==> src/rtl/cfg_spi_sequencer.sv <==
// cfg_spi_sequencer: streams NUM_ENTRIES table words out over mode-0 SPI; CFG_AUTOSTART_EN adds a one-shot power-up start.
// Latency: cs_n falls two edges after start is sampled; no backpressure, start is dropped while a sequence runs.
module cfg_spi_sequencer #(
    parameter int NUM_ENTRIES      = 20,
    parameter int CLK_DIV          = 4,
    parameter int GAP_CYCLES       = 8,
    parameter int AUTOSTART_CYCLES = 1024
) (
    input  logic        clk,
    input  logic        rst,
    input  logic        start,
    output logic [4:0]  rom_addr,
    input  logic [15:0] rom_data,
    output logic        busy,
    output logic        done,
    output logic        spi_cs_n,
    output logic        spi_sclk,
    output logic        spi_mosi
);

    localparam int PH_W  = (CLK_DIV > 1) ? $clog2(CLK_DIV) : 1;
    localparam int GAP_W = $clog2(GAP_CYCLES + 1);

    localparam logic [PH_W-1:0]  PH_LAST   = PH_W'(CLK_DIV - 1);
    localparam logic [GAP_W-1:0] GAP_LAST  = GAP_W'(GAP_CYCLES - 1);
    localparam logic [4:0]       ADDR_LAST = 5'(NUM_ENTRIES - 1);

    if (NUM_ENTRIES < 1 || NUM_ENTRIES > 32 || CLK_DIV < 1 || GAP_CYCLES < 1 || AUTOSTART_CYCLES < 1) begin : g_param_check
        $error("cfg_spi_sequencer: parameter out of range");
    end

    typedef enum logic [2:0] {
        S_IDLE,
        S_FETCH,
        S_SHIFT,
        S_GAP,
        S_DONE
    } state_t;

    state_t            state, state_nxt;
    logic [4:0]        addr_nxt;
    logic              busy_nxt, done_nxt;
    logic              cs_n_nxt, sclk_nxt, mosi_nxt;
    // Only the 15 bits still to be sent are kept; bit 15 goes straight to mosi on fetch.
    logic [14:0]       shift_reg, shift_nxt;
    logic [3:0]        bit_cnt, bit_nxt;
    logic [PH_W-1:0]   phase_cnt, phase_nxt;
    logic [GAP_W-1:0]  gap_cnt, gap_nxt;
    logic              start_go;

`ifdef CFG_AUTOSTART_EN
    localparam int AUTO_W = $clog2(AUTOSTART_CYCLES + 1);
    localparam logic [AUTO_W-1:0] AUTO_LAST = AUTO_W'(AUTOSTART_CYCLES);

    logic [AUTO_W-1:0] auto_cnt;
    logic              auto_armed;
    logic              auto_fire;

    assign auto_fire = auto_armed && (state == S_IDLE) && (auto_cnt == AUTO_LAST);
    assign start_go  = start | auto_fire;

    // Armed once per reset; any accepted start (external or internal) disarms it.
    always_ff @(posedge clk) begin
        if (rst) begin
            auto_cnt   <= '0;
            auto_armed <= 1'b1;
        end else if (auto_armed && (state == S_IDLE)) begin
            if (start || auto_fire) begin
                auto_armed <= 1'b0;
            end else begin
                auto_cnt <= auto_cnt + 1'b1;
            end
        end
    end
`else
    assign start_go = start;
`endif

    always_ff @(posedge clk) begin
        if (rst) begin
            state     <= S_IDLE;
            rom_addr  <= '0;
            busy      <= 1'b0;
            done      <= 1'b0;
            spi_cs_n  <= 1'b1;
            spi_sclk  <= 1'b0;
            spi_mosi  <= 1'b0;
            shift_reg <= '0;
            bit_cnt   <= '0;
            phase_cnt <= '0;
            gap_cnt   <= '0;
        end else begin
            state     <= state_nxt;
            rom_addr  <= addr_nxt;
            busy      <= busy_nxt;
            done      <= done_nxt;
            spi_cs_n  <= cs_n_nxt;
            spi_sclk  <= sclk_nxt;
            spi_mosi  <= mosi_nxt;
            shift_reg <= shift_nxt;
            bit_cnt   <= bit_nxt;
            phase_cnt <= phase_nxt;
            gap_cnt   <= gap_nxt;
        end
    end

    always_comb begin
        state_nxt = state;
        addr_nxt  = rom_addr;
        busy_nxt  = busy;
        done_nxt  = done;
        cs_n_nxt  = spi_cs_n;
        sclk_nxt  = spi_sclk;
        mosi_nxt  = spi_mosi;
        shift_nxt = shift_reg;
        bit_nxt   = bit_cnt;
        phase_nxt = phase_cnt;
        gap_nxt   = gap_cnt;

        case (state)
            S_IDLE, S_DONE: begin
                if (start_go) begin
                    state_nxt = S_FETCH;
                    addr_nxt  = '0;
                    busy_nxt  = 1'b1;
                    done_nxt  = 1'b0;
                end
            end

            S_FETCH: begin
                shift_nxt = rom_data[14:0];
                mosi_nxt  = rom_data[15];
                cs_n_nxt  = 1'b0;
                sclk_nxt  = 1'b0;
                bit_nxt   = '0;
                phase_nxt = '0;
                state_nxt = S_SHIFT;
            end

            S_SHIFT: begin
                if (phase_cnt != PH_LAST) begin
                    phase_nxt = phase_cnt + 1'b1;
                end else begin
                    phase_nxt = '0;
                    if (!spi_sclk) begin
                        sclk_nxt = 1'b1;
                    end else begin
                        // Falling edge: advance data, or close the frame after bit 0.
                        sclk_nxt = 1'b0;
                        if (bit_cnt != 4'd15) begin
                            mosi_nxt  = shift_reg[14];
                            shift_nxt = {shift_reg[13:0], 1'b0};
                            bit_nxt   = bit_cnt + 1'b1;
                        end else begin
                            cs_n_nxt  = 1'b1;
                            mosi_nxt  = 1'b0;
                            gap_nxt   = '0;
                            state_nxt = S_GAP;
                        end
                    end
                end
            end

            S_GAP: begin
                if (gap_cnt != GAP_LAST) begin
                    gap_nxt = gap_cnt + 1'b1;
                end else if (rom_addr == ADDR_LAST) begin
                    state_nxt = S_DONE;
                    busy_nxt  = 1'b0;
                    done_nxt  = 1'b1;
                end else begin
                    addr_nxt  = rom_addr + 1'b1;
                    state_nxt = S_FETCH;
                end
            end

            default: begin
                state_nxt = S_IDLE;
            end
        endcase
    end

endmodule

==> config.mk <==
export PLATFORM = sky130hd
export DESIGN_NAME = cfg_spi_sequencer
export DESIGN_NICKNAME = d
export VERILOG_FILES = /design/src/rtl/cfg_spi_sequencer.sv
export SDC_FILE = /design/constraint.sdc
export NUM_CORES = 1
export LEC_CHECK = 0
export CAP_MARGIN = 10
export CORE_ASPECT_RATIO = 1.25
export CORE_MARGIN = 2
export CORE_UTILIZATION = 25
export DETAILED_ROUTE_END_ITERATION = 16
export PLACE_DENSITY = 0.51
export SYNTH_ARGS = -nofsm -noshare
export SYNTH_HDL_FRONTEND = slang
export SYNTH_SLANG_ARGS = --single-unit
==> constraint.sdc <==
create_clock -name clk -period 1.6 [get_ports clk]
set_input_delay 0.24 -clock clk [delete_from_list [all_inputs] [get_ports clk]]
set_output_delay 0.24 -clock clk [all_outputs]
set_load 0.1 [all_outputs]
==> summary.log <==
[global_routing] first-pass GRT wire length 8.09 mm
[finish] fraction of layout instances using a drive strength above 1 26.8%
[clock_network] clock latency at the later pin of the worst-skew pair 0.29 ns
[die] Core Region 7360 um^2
[finish] max FFs per register 15
[global_routing] GRT met2 Usage 21.5%
[die] overall die height 101 um
[pwr] cell-internal power 2.39 mW
[pwr] clock network fraction of design power 20.6%
[pwr] Power, Total 3.73 mW
[drt] DR WL/cell 12.8 um
[clock_network] TritonCTS clock tree built
[timing] measured slew at the worst slew-check pin 0.352 ns
[clock_network] number of clock sinks 38
[logic_synthesis] number of distinct library cells after synthesis 48
[place] post-DP HPWL 3.58 mm
[place] global placement routability congestion 0.741
[logic_synthesis] count of flip-flops with a built-in enable after synthesis 0
[logic_synthesis] flop and latch count out of synthesis 38
[min_path] worst hold path type reg -> reg
[timing] Final Max Tran Viols 0
[global_routing] met3 usage 3.12%
[finish] Layout Utilization 38.6%
[global_routing] most utilized layer in the global route result met2
[finish] post-layout net count 309
[drt] 1st-pass router iterations 4
[drt] iteration-0 DRC count of the detailed router 36
[finish] Syn-to-layout area delta 49.7%
[global_routing] maximum number of pins on one net before global-route repair 19
[timing] Worst Clk Skew 0.00653 ns
[place] total of buffers placed on input and output ports 28
[global_routing] antenna violations before repair 0
[flow_run] max capacitance violation total 0
[logic_synthesis] share of flip-flops with an asynchronous set or reset 0%
[die] area of the die 8310 um^2
[timing] Slew headroom 76.5%
[critical_path] largest incremental delay on the critical path 0.43 ns
[clock_network] CTS root buf sky130_fd_sc_hd__clkbuf_8
[logic_synthesis] Synth Warn # 0
[drt] overall via count from detail_route 1838
[global_routing] total congestion overflow after global routing 0
[logic_synthesis] most instantiated library cell after synthesis sky130_fd_sc_hd__nand2_1
[clock_network] Clock Path Buffers 2
[die] Die X 82.0 um
[timing] post-route minimum period 1.56 ns
[logic_synthesis] library cell with the largest summed area after synthesis sky130_fd_sc_hd__dfxtp_1
[logic_synthesis] sequential fraction of the synthesis area 40.1%
[drt] total wirelength of the detailed-routed design 4.83 mm
[pwr] Switching Share 36.0%
[die] row cnt 35
[finish] Diodes inserted 0
[clock_network] TritonCTS buffer count 5
[critical_path] Cell Chain, Critical Path or3b_4 -> o22ai_4 -> clkbuf_16 -> a21oi_1 -> a311oi_1
[critical_path] Critical Path Source Type register
[clock_network] post-CTS clock slew at the launch and capture registers of the worst setup and hold paths 0.07 ns
[finish] non-filler instance count after layout 379
[global_routing] vias in the first global route 1780
[timing] final-report setup violation count 0
[critical_path] slowest cell on the critical path sky130_fd_sc_hd__or3b_4
[logic_synthesis] cells after synthesis 231
[critical_path] kind of end point of the critical path register
[place] number of instances in the placed design 367
[logic_synthesis] dominant synthesized flop cell sky130_fd_sc_hd__dfxtp_1
[critical_path] biggest fanout along the worst timing path 9
[global_routing] total global-route track usage 12.4%
[pwr] PwrDens 1310 nW/um^2
[critical_path] kind of critical path reg -> reg
[critical_path] data required time of the worst path 1.80 ns
[logic_synthesis] top cells by area in the synthesized netlist sky130_fd_sc_hd__dfxtp_1 40%, sky130_fd_sc_hd__nand2_1 8.1%, sky130_fd_sc_hd__a21oi_1 6.9%, sky130_fd_sc_hd__a311oi_1 6.5%, sky130_fd_sc_hd__ha_1 2.6%
[pwr] worst ir drop on vdd 0.000615 V
[clock_network] CTS H-Tree Depth 2
[timing] setup repair after global routing missed its margin yes
[die] number of top-level design ports 29
[global_routing] met1 Resource Use GR 14.7%
[logic_synthesis] synthesized area per cell 8.22 um^2
[critical_path] data arrival time of the critical path 1.77 ns
[pwr] total net switching power 1.34 mW
[outcome] outcome completed
[logic_synthesis] Syn Nets 254
[drt] count of unresolved DRC violations after routing 0
[logic_synthesis] Yosys top cell area share 40.1%
[logic_synthesis] list of most frequent post-synthesis cells 41 x sky130_fd_sc_hd__nand2_1, 38 x sky130_fd_sc_hd__dfxtp_1, 26 x sky130_fd_sc_hd__a21oi_1
[pwr] leakage power summed over all cells 1.05 nW
[timing] Hold Vio Cnt, Final 0
[pwr] part of the total power dissipated in combinational logic 45.5%
[pwr] proportion of power drawn by flip-flops and latches 33.9%
[timing] Final period util 97.8%
[timing] Fmax 639 MHz
[logic_synthesis] post-synthesis instance area 1900 um^2
[die] effective utilization at floorplan 25.8%
[drt] post-route ant nets 0
[drt] detailed-route vias per instance 4.85
cells by family after synthesis:
logic type               synth area share [%]
AO/OA/AOI/OAI                            25.4
adder cells (fa/ha/maj)                  2.64
buffers and inverters                    5.07
flip-flops                               40.1
multiplexers                             1.12
AND/OR/NAND/NOR                          25.8
routing by layer:
layer  part of all wire [%]  up-vias
li1                       -      966
met1                     45      835
met2                     51       29
met3                    3.1        8
met4                    1.6        0
met5                      0        -
final timing paths:
check | startpoint | slack, ns | end | cells after the start
worst max register to register | state[0] | 0.04 | shift_reg[1] | 5
worst max-delay path | state[0] | 0.04 | shift_reg[1] | 5
worst min-delay path | bit_cnt[1] | 0.47 | bit_cnt[1] | 2
worst min register to register | bit_cnt[1] | 0.47 | bit_cnt[1] | 2
final cells by class:
type | count | area, um^2
fillers | 764 | 4510
multi-input cells | 172 | 1100
flip-flops and latches | 38 | 777
repair buffers | 64 | 721
well taps | 92 | 115
clock buffers | 8 | 110
inverters | 5 | 18.8
power groups by stage:
stage          Clock [mW]  Sequential (mW)  Combinational (mW)
2_1_floorplan           0             1.40               0.818
3_3_place_gp            0             1.28                1.53
3_5_place_dp            0             1.28                1.53
4_1_cts             0.796             1.26                1.56
5_1_grt             0.824             1.29                1.85
6_report            0.770             1.26                1.70
repair_timing:
action | CTS | global route
endpoints found under the setup margin | 15 | 19
hold buffers | 0 | 0
gates cloned | 0 | 1
pin swaps | 0 | 10
setup buffers | 0 | 3
resized for setup | 5 | 14
worst max-delay path, delay by kind of cell, from the launching register on:
family	cells	cell delay (ns)
compound gates	3	0.54
buf+inv	1	0.20
flops	1	0.31
simple gates	1	0.43
metrics by stage:
stage               instance area, um^2  setup slack (ns)  hold WS (ns)  setup TNS, ns
global placement                   2610           -0.0611         0.455         -0.263
detailed placement                 2610           -0.0604         0.460         -0.383
global route                       2840           -0.0363         0.498         -0.126
finish                             2840            0.0359         0.475              0
CTS                                2740           0.00559         0.473              0
floorplan                          1910          0.000769         0.376              0
layout by cell type (no fill, tap or decap), types with 5 or more instances in the layout:
cell	n
sky130_fd_sc_hd__nor3_1	6
sky130_fd_sc_hd__clkdlybuf4s50_1	18
sky130_fd_sc_hd__a311oi_1	11
sky130_fd_sc_hd__dfxtp_1	31
sky130_fd_sc_hd__o21ai_0	5
sky130_fd_sc_hd__nor2_1	12
sky130_fd_sc_hd__a21oi_1	25
sky130_fd_sc_hd__buf_12	13
sky130_fd_sc_hd__buf_4	28
sky130_fd_sc_hd__inv_1	5
sky130_fd_sc_hd__nand3_1	8
sky130_fd_sc_hd__nand2_1	41
sky130_fd_sc_hd__clkbuf_8	8
Note: power is estimated with default switching activity, not from simulation.
